<file path="config.mk">
export PLATFORM = sky130hd
export DESIGN_NAME = mips_main_control
export DESIGN_NICKNAME = d
export VERILOG_FILES = /design/src/rtl/mips_main_control.sv
export SDC_FILE = /design/constraint.sdc
export NUM_CORES = 1
export LEC_CHECK = 0
export CAP_MARGIN = 40
export CORE_MARGIN = 5
export CORE_UTILIZATION = 38
export DETAILED_ROUTE_END_ITERATION = 7
export PLACE_DENSITY = 0.74
export SYNTH_ARGS = -nofsm -noshare
export SYNTH_HDL_FRONTEND = slang
export SYNTH_SLANG_ARGS = --single-unit
</file>
<file path="constraint.sdc">
create_clock -name clk -period 1.7 [get_ports clk]
set_clock_uncertainty 0.1 [all_clocks]
set_input_delay 0.34 -clock clk [delete_from_list [all_inputs] [get_ports clk]]
set_output_delay 0.34 -clock clk [all_outputs]
set_load 0.05 [all_outputs]
</file>
<file path="src/rtl/mips_main_control.sv">
// Multi-cycle MIPS main control FSM: decodes the opcode and sequences datapath
// enables across fetch/decode/execute/memory/writeback, stalling on mem_ready.
module mips_main_control #(
  parameter bit MEM_WAIT_EN = 1'b1,
  parameter int STATE_W     = 4
) (
  input  logic               clk,
  input  logic               rst,
  input  logic [5:0]         opcode,
  input  logic               zero,
  input  logic               mem_ready,
  output logic               pc_write,
  output logic               pc_write_cond,
  output logic               i_or_d,
  output logic               mem_read,
  output logic               mem_write,
  output logic               ir_write,
  output logic               reg_dst,
  output logic               mem_to_reg,
  output logic               reg_write,
  output logic               alu_src_a,
  output logic [1:0]         alu_src_b,
  output logic [1:0]         pc_source,
  output logic [1:0]         aluop,
  output logic               illegal_op,
  output logic [STATE_W-1:0] state
);

  localparam logic [5:0] OP_R    = 6'b000000;
  localparam logic [5:0] OP_LW   = 6'b100011;
  localparam logic [5:0] OP_SW   = 6'b101011;
  localparam logic [5:0] OP_BEQ  = 6'b000100;
  localparam logic [5:0] OP_J    = 6'b000010;
  localparam logic [5:0] OP_ADDI = 6'b001000;
  localparam logic [5:0] OP_ORI  = 6'b001101;

  typedef enum logic [STATE_W-1:0] {
    S_RST_IDLE = STATE_W'(0),
    S_FETCH    = STATE_W'(1),
    S_DECODE   = STATE_W'(2),
    S_MEM_ADDR = STATE_W'(3),
    S_MEM_RD   = STATE_W'(4),
    S_MEM_WB   = STATE_W'(5),
    S_MEM_WR   = STATE_W'(6),
    S_R_EXEC   = STATE_W'(7),
    S_R_WB     = STATE_W'(8),
    S_BRANCH   = STATE_W'(9),
    S_JUMP     = STATE_W'(10),
    S_IMM_EXEC = STATE_W'(11),
    S_IMM_WB   = STATE_W'(12)
  } state_e;

  state_e state_q, state_d;
  logic   mem_rdy;

  // With waits disabled every memory access completes in one cycle.
  assign mem_rdy = MEM_WAIT_EN ? mem_ready : 1'b1;
  assign state   = state_q;

  // NOTE: sequential state uses non-blocking assignment so every flop samples
  // the pre-edge value of its inputs, independent of process ordering.
  always_ff @(posedge clk or posedge rst) begin
    if (rst) state_q <= S_RST_IDLE;
    else     state_q <= state_d;
  end

  always_comb begin
    // NOTE: every output and state_d gets a default first, so no path through
    // the case below leaves a signal unassigned and no latch is inferred.
    state_d       = state_q;
    pc_write      = 1'b0;
    pc_write_cond = 1'b0;
    i_or_d        = 1'b0;
    mem_read      = 1'b0;
    mem_write     = 1'b0;
    ir_write      = 1'b0;
    reg_dst       = 1'b0;
    mem_to_reg    = 1'b0;
    reg_write     = 1'b0;
    alu_src_a     = 1'b0;
    alu_src_b     = 2'b00;
    pc_source     = 2'b00;
    aluop         = 2'b00;
    illegal_op    = 1'b0;

    unique case (state_q)
      S_RST_IDLE: state_d = S_FETCH;
      S_FETCH: begin
        mem_read  = 1'b1;
        alu_src_b = 2'b01;
        aluop     = 2'b01;
        ir_write  = mem_rdy;
        pc_write  = mem_rdy;
        if (mem_rdy) state_d = S_DECODE;
      end
      S_DECODE: begin
        alu_src_b = 2'b11;
        aluop     = 2'b01;
        unique case (opcode)
          OP_R:            state_d = S_R_EXEC;
          OP_LW, OP_SW:    state_d = S_MEM_ADDR;
          OP_BEQ:          state_d = S_BRANCH;
          OP_J:            state_d = S_JUMP;
          OP_ADDI, OP_ORI: state_d = S_IMM_EXEC;
          default: begin
            illegal_op = 1'b1;
            state_d    = S_FETCH;
          end
        endcase
      end
      S_MEM_ADDR: begin
        alu_src_a = 1'b1;
        alu_src_b = 2'b10;
        aluop     = 2'b01;
        state_d   = (opcode == OP_SW) ? S_MEM_WR : S_MEM_RD;
      end
      S_MEM_RD: begin
        mem_read = 1'b1;
        i_or_d   = 1'b1;
        if (mem_rdy) state_d = S_MEM_WB;
      end
      S_MEM_WB: begin
        reg_write  = 1'b1;
        mem_to_reg = 1'b1;
        state_d    = S_FETCH;
      end
      S_MEM_WR: begin
        mem_write = 1'b1;
        i_or_d    = 1'b1;
        if (mem_rdy) state_d = S_FETCH;
      end
      S_R_EXEC: begin
        alu_src_a = 1'b1;
        state_d   = S_R_WB;
      end
      S_R_WB: begin
        reg_write = 1'b1;
        reg_dst   = 1'b1;
        state_d   = S_FETCH;
      end
      S_BRANCH: begin
        alu_src_a     = 1'b1;
        aluop         = 2'b10;
        pc_write_cond = 1'b1;
        pc_source     = 2'b01;
        state_d       = S_FETCH;
      end
      S_JUMP: begin
        pc_write  = 1'b1;
        pc_source = 2'b10;
        state_d   = S_FETCH;
      end
      S_IMM_EXEC: begin
        alu_src_a = 1'b1;
        alu_src_b = 2'b10;
        aluop     = (opcode == OP_ORI) ? 2'b11 : 2'b01;
        state_d   = S_IMM_WB;
      end
      S_IMM_WB: begin
        reg_write = 1'b1;
        state_d   = S_FETCH;
      end
      default: state_d = S_RST_IDLE;
    endcase
  end

endmodule
</file>
==> results of run 1 <==
==> cell usage after synthesis <==
master and count:
a221oi_2 1, buf_2 5, nor4_1 1, or4_1 1
nor3b_1 1, nor4_4 1, nand3_1 2, nor3_1 5
xnor2_1 2, or2_4 1, buf_4 1, buf_6 1
nand2b_1 4, and3_1 1, or3b_2 1, a21oi_1 8
o21ai_1 2, and3b_1 1, a31oi_1 2, clkbuf_1 1
a2111oi_2 1, dfrtp_1 4, nor2_1 11, o21a_1 1
a21o_1 1, inv_1 5, nor2b_1 4, a22oi_1 2
o21ai_0 4, nand3b_1 1, maj3_1 1, nand2_1 5
o41ai_1 1, nor4b_1 2
==> cell families after synthesis <==
kind of cell | after synthesis | share of synthesized area [%]
and+or+nand+nor | 42 | 41.5
AOI/OAI and AO/OA | 23 | 25.6
buffers and inverters | 13 | 11.2
DFF | 4 | 16.9
xor gates and xnor gates | 2 | 2.97
adders and majority gates | 1 | 1.69
==> per-stage QoR <==
stage | util [%] | cells | setup TNS [ns] | setup slack (ns)
2_1_floorplan | - | 85 | -1.60 | -0.236
3_5_place_dp | 94.3 | 149 | -2.43 | -0.589
3_3_place_gp | 94.3 | 149 | -1.91 | -0.465
==> flow_metrics.env, run 1 <==
export IMPL_status="aborted with a tool error"
export IMPL_failed_stage="clock tree synthesis"
export IMPL_stop_error="[ERROR DPL-0038] Utilization greater than 100%, impossible to legalize"
export IMPL_syn_area_um2=591
export IMPL_clk_path_buf_depth=2
export IMPL_dpl_hpwl_um=2280
export IMPL_clock_root_buffer="clkbuf_4"
export IMPL_synth_avg_cell_area_um2=6.95
export IMPL_ctsHoldBuffers=0
export IMPL_placed_area_um2=1400
export IMPL_fp_dieW_um=49.4
export IMPL_htreeDepth=1
export IMPL_cts_setup_buffers=13
export IMPL_seq_area_frac_synth_pct=16.9
export IMPL_yosysTopAreaCell="dfrtp_1"
export IMPL_clock_sinks=4
export IMPL_numCtsBuffers=3
export IMPL_synthesis_instances=85
export IMPL_synth_nets=95
export IMPL_ios=31
export IMPL_synth_top_area_share_pct=16.9
export IMPL_die_y_um=49.4
export IMPL_rows=14
export IMPL_synthTopCellsByArea="dfrtp_1, nor2_1, a21oi_1"
export IMPL_cts_resized_gates=44
export IMPL_initial_core_util_pct=39.7
export IMPL_yosysUniqueCellTypes=34
export IMPL_yosysWarnings=0
export IMPL_place_congestion=0.840
export IMPL_synth_seq_cells=4
export IMPL_io_buffer_count=29
==> run 2, diff against run 1 <==
--- a/config.mk
+++ b/config.mk
@@ -6,10 +6,10 @@
 export NUM_CORES = 1
 export LEC_CHECK = 0
 export CAP_MARGIN = 40
-export CORE_MARGIN = 5
-export CORE_UTILIZATION = 38
+export CORE_AREA = 5 5 66 68
 export DETAILED_ROUTE_END_ITERATION = 7
-export PLACE_DENSITY = 0.74
+export DIE_AREA = 0 0 71 73
+export PLACE_DENSITY_LB_ADDON = 0.15
 export SYNTH_ARGS = -nofsm -noshare
 export SYNTH_HDL_FRONTEND = slang
 export SYNTH_SLANG_ARGS = --single-unit
==> flow_metrics.env, run 2 <==
export IMPL_rows=23
export IMPL_antenna_found_initial=0
export IMPL_fin_crit_sh_pct=107
export IMPL_status="finished with violations"
export IMPL_violations="negative setup slack"
export IMPL_crit_chain="clkdlybuf4s15_2, and3b_1, o21ai_2, nor4b_4, buf_12"
export IMPL_fin_setup_tns_ns=-0.840
export IMPL_slew_viol_final=0
export IMPL_startpoint="opcode[5]"
export IMPL_initial_core_util_pct=15.5
export IMPL_start_kind="primary input"
export IMPL_ff2ff_setup_slack_ns=0.09
export IMPL_synth_enable_flop_cells=0
export IMPL_p_switching_uw=1430
export IMPL_antenna_cells=0
export IMPL_fp_dieW_um=71
export IMPL_place_inst=182
export IMPL_ios=31
export IMPL_drive_above_1_share_pct=74.7
export IMPL_yosysUniqueCellTypes=34
export IMPL_place_congestion=0.819
export IMPL_die_y_um=73
export IMPL_seq_area_frac_synth_pct=16.9
export IMPL_nNetsFinal=162
export IMPL_wl_per_cell_um=12.7
export IMPL_reg2reg_to="state[0]$_DFFE_PP0P_"
export IMPL_layout_common_cells="buf_4, buf_12, buf_6, nor2_4"
export IMPL_cp_required_ns=1.26
export IMPL_design_area_um2=1720
export IMPL_met1_usage_pct=11.5
export IMPL_io_buffer_count=29
export IMPL_syn_area_um2=591
export IMPL_crit_type="in -> out"
export IMPL_power_uw=3000
export IMPL_p_comb_share_pct=86.5
export IMPL_fin_ws_ns=-0.123
export IMPL_critPathMaxStageDelay_ns=0.26
export IMPL_synth_nets=95
export IMPL_synthTopCellsByArea="dfrtp_1, nor2_1, a21oi_1"
export IMPL_core_area_um2=3800
export IMPL_synth_avg_cell_area_um2=6.95
export IMPL_hold_class="in -> async"
export IMPL_synthToLayoutAreaGrowth_pct=191
export IMPL_slowest_stage="nor4b_4"
export IMPL_placed_area_um2=1450
export IMPL_htreeDepth=1
export IMPL_rsz0062_at_grt="yes"
export IMPL_leakage_uw=0.000702
export IMPL_endpoint="illegal_op"
export IMPL_ant_nets=0
export IMPL_via_per_inst=4.41
export IMPL_worstPathArrival_ns=1.38
export IMPL_clk_path_buf_depth=2
export IMPL_grt_pass1_vias=905
export IMPL_wl_um=2530
export IMPL_hold_viol=0
export IMPL_synth_top_area_share_pct=16.9
export IMPL_grt_met2_usage_pct=18.8
export IMPL_period_minus_slack_ns=1.82
export IMPL_final_instance_count_excl_fill=200
export IMPL_numCtsBuffers=3
export IMPL_setup_viol=12
export IMPL_slew_headroom_pct=81.8
export IMPL_yosysTopAreaCell="dfrtp_1"
export IMPL_cts_clk_slew_worst_paths_ns=0.03
export IMPL_worstReg2RegStart="state[2]$_DFFE_PP0P_"
export IMPL_worst_pin_slew_ns=0.271
export IMPL_grt_use_total_pct=10.2
export IMPL_gr_total_overflow=0
export IMPL_final_common_cell="buf_4"
export IMPL_yosysWarnings=0
export IMPL_yosysMostFrequentCell="nor2_1"
export IMPL_cap_viol_max_count=0
export IMPL_drtIter0Drc=26
export IMPL_synthFlopType="dfrtp_1"
export IMPL_ir_drop_mv=0.480
export IMPL_r2r_cells=6
export IMPL_busiest_layer="met2"
export IMPL_ys_top_cells_by_count="nor2_1, a21oi_1"
export IMPL_dpl_hpwl_um=1910
export IMPL_clkLatencyLatePin_ns=0.21
export IMPL_internal_power_uw=1570
export IMPL_clockPowerShare_pct=6.6
export IMPL_grt_use_met3_pct=2.07
export IMPL_fp_dieArea_um2=5180
export IMPL_cts_tree="yes"
export IMPL_powerDensity_nw_per_um2=1750
export IMPL_critPathCaptureType="output pin"
export IMPL_p_sw_share_pct=47.6
export IMPL_largest_reg_flops=4
export IMPL_fmax_mhz=549
export IMPL_clock_root_buffer="clkbuf_8"
export IMPL_clock_sinks=4
export IMPL_drc=0
export IMPL_num_vias=882
export IMPL_worst_path_max_fanout=5
export IMPL_synth_seq_cells=4
export IMPL_seqPwrFrac_pct=6.9
export IMPL_utilization_pct=45.3
export IMPL_grt_pass1_wl_um=4250
export IMPL_synthesis_instances=85
export IMPL_grt_max_degree=11
export IMPL_drtPass1Iterations=4
export IMPL_synth_async_reset_ratio_pct=100
==> run 2: cell counts after synthesis <==
No cell type changed its count.
==> run 2: worst max-delay path, delay by kind of cell <==
| family | cells | cell delay (ns) |
|---|---|---|
| buffers and inverters | 2 | 0.41 |
| AO/OA/AOI/OAI | 1 | 0.14 |
| AND/OR/NAND/NOR | 2 | 0.49 |
==> run 2: how the worst min path moves through the flow <==
stage                     startpoint                    to  slack, ns
after floorplan                  rst  state[1]$_DFFE_PP0P_      0.006
after global placement           rst  state[1]$_DFFE_PP0P_       0.44
after detailed placement         rst  state[1]$_DFFE_PP0P_       0.44
after CTS                        rst  state[3]$_DFFE_PP0P_       0.21
after global routing             rst  state[3]$_DFFE_PP0P_       0.22
final                            rst  state[2]$_DFFE_PP0P_       0.21
==> run 2: cells by family after synthesis <==
group,after synthesis,synth area share [%]
simple gates,42,41.5
compound gates,23,25.6
buf+inv,13,11.2
flops,4,16.9
xor+xnor,2,2.97
fa+ha+maj,1,1.69
==> run 2: repair_timing <==
action,CTS,global route
setup endpoints to repair,19,20
gates resized for setup,37,23
buffers inserted,7,10
hold buffers,0,0
pin swaps,10,5
==> run 2: through the flow <==
| stage | worst slack, ns | hold slack, ns |
|---|---|---|
| floorplan | -0.236 | 0.00592 |
| global placement | -0.502 | 0.441 |
| detailed placement | -0.519 | 0.438 |
| CTS | -0.135 | 0.212 |
| global route | -0.167 | 0.219 |
| finish | -0.123 | 0.206 |
==> run 2: metal layers <==
metal,vias to the layer above,share of wire (%)
li1,434,-
met1,427,42
met2,19,53
met3,2,4.3
met4,0,0.99
met5,-,0
==> run 2: cell type report <==
type / count / area, um2
Clock buffer: 3 / 41.3
Fill cell: 386 / 2080
Inverter: 5 / 18.8
Multi-Input combinational cell: 68 / 662
Sequential cell: 4 / 108
Tap cell: 50 / 62.6
Timing Repair Buffer: 70 / 827
==> run 2: power by group through the flow <==
stage / Sequential, uW / Clock, uW / Combinational [uW]
global placement: 240 / 0 / 2200
global route: 220 / 207 / 2730
CTS: 211 / 200 / 2370
finish: 209 / 197 / 2600
detailed placement: 243 / 0 / 2210
floorplan: 310 / 0 / 1190
Power figures use the tool's default switching activity.
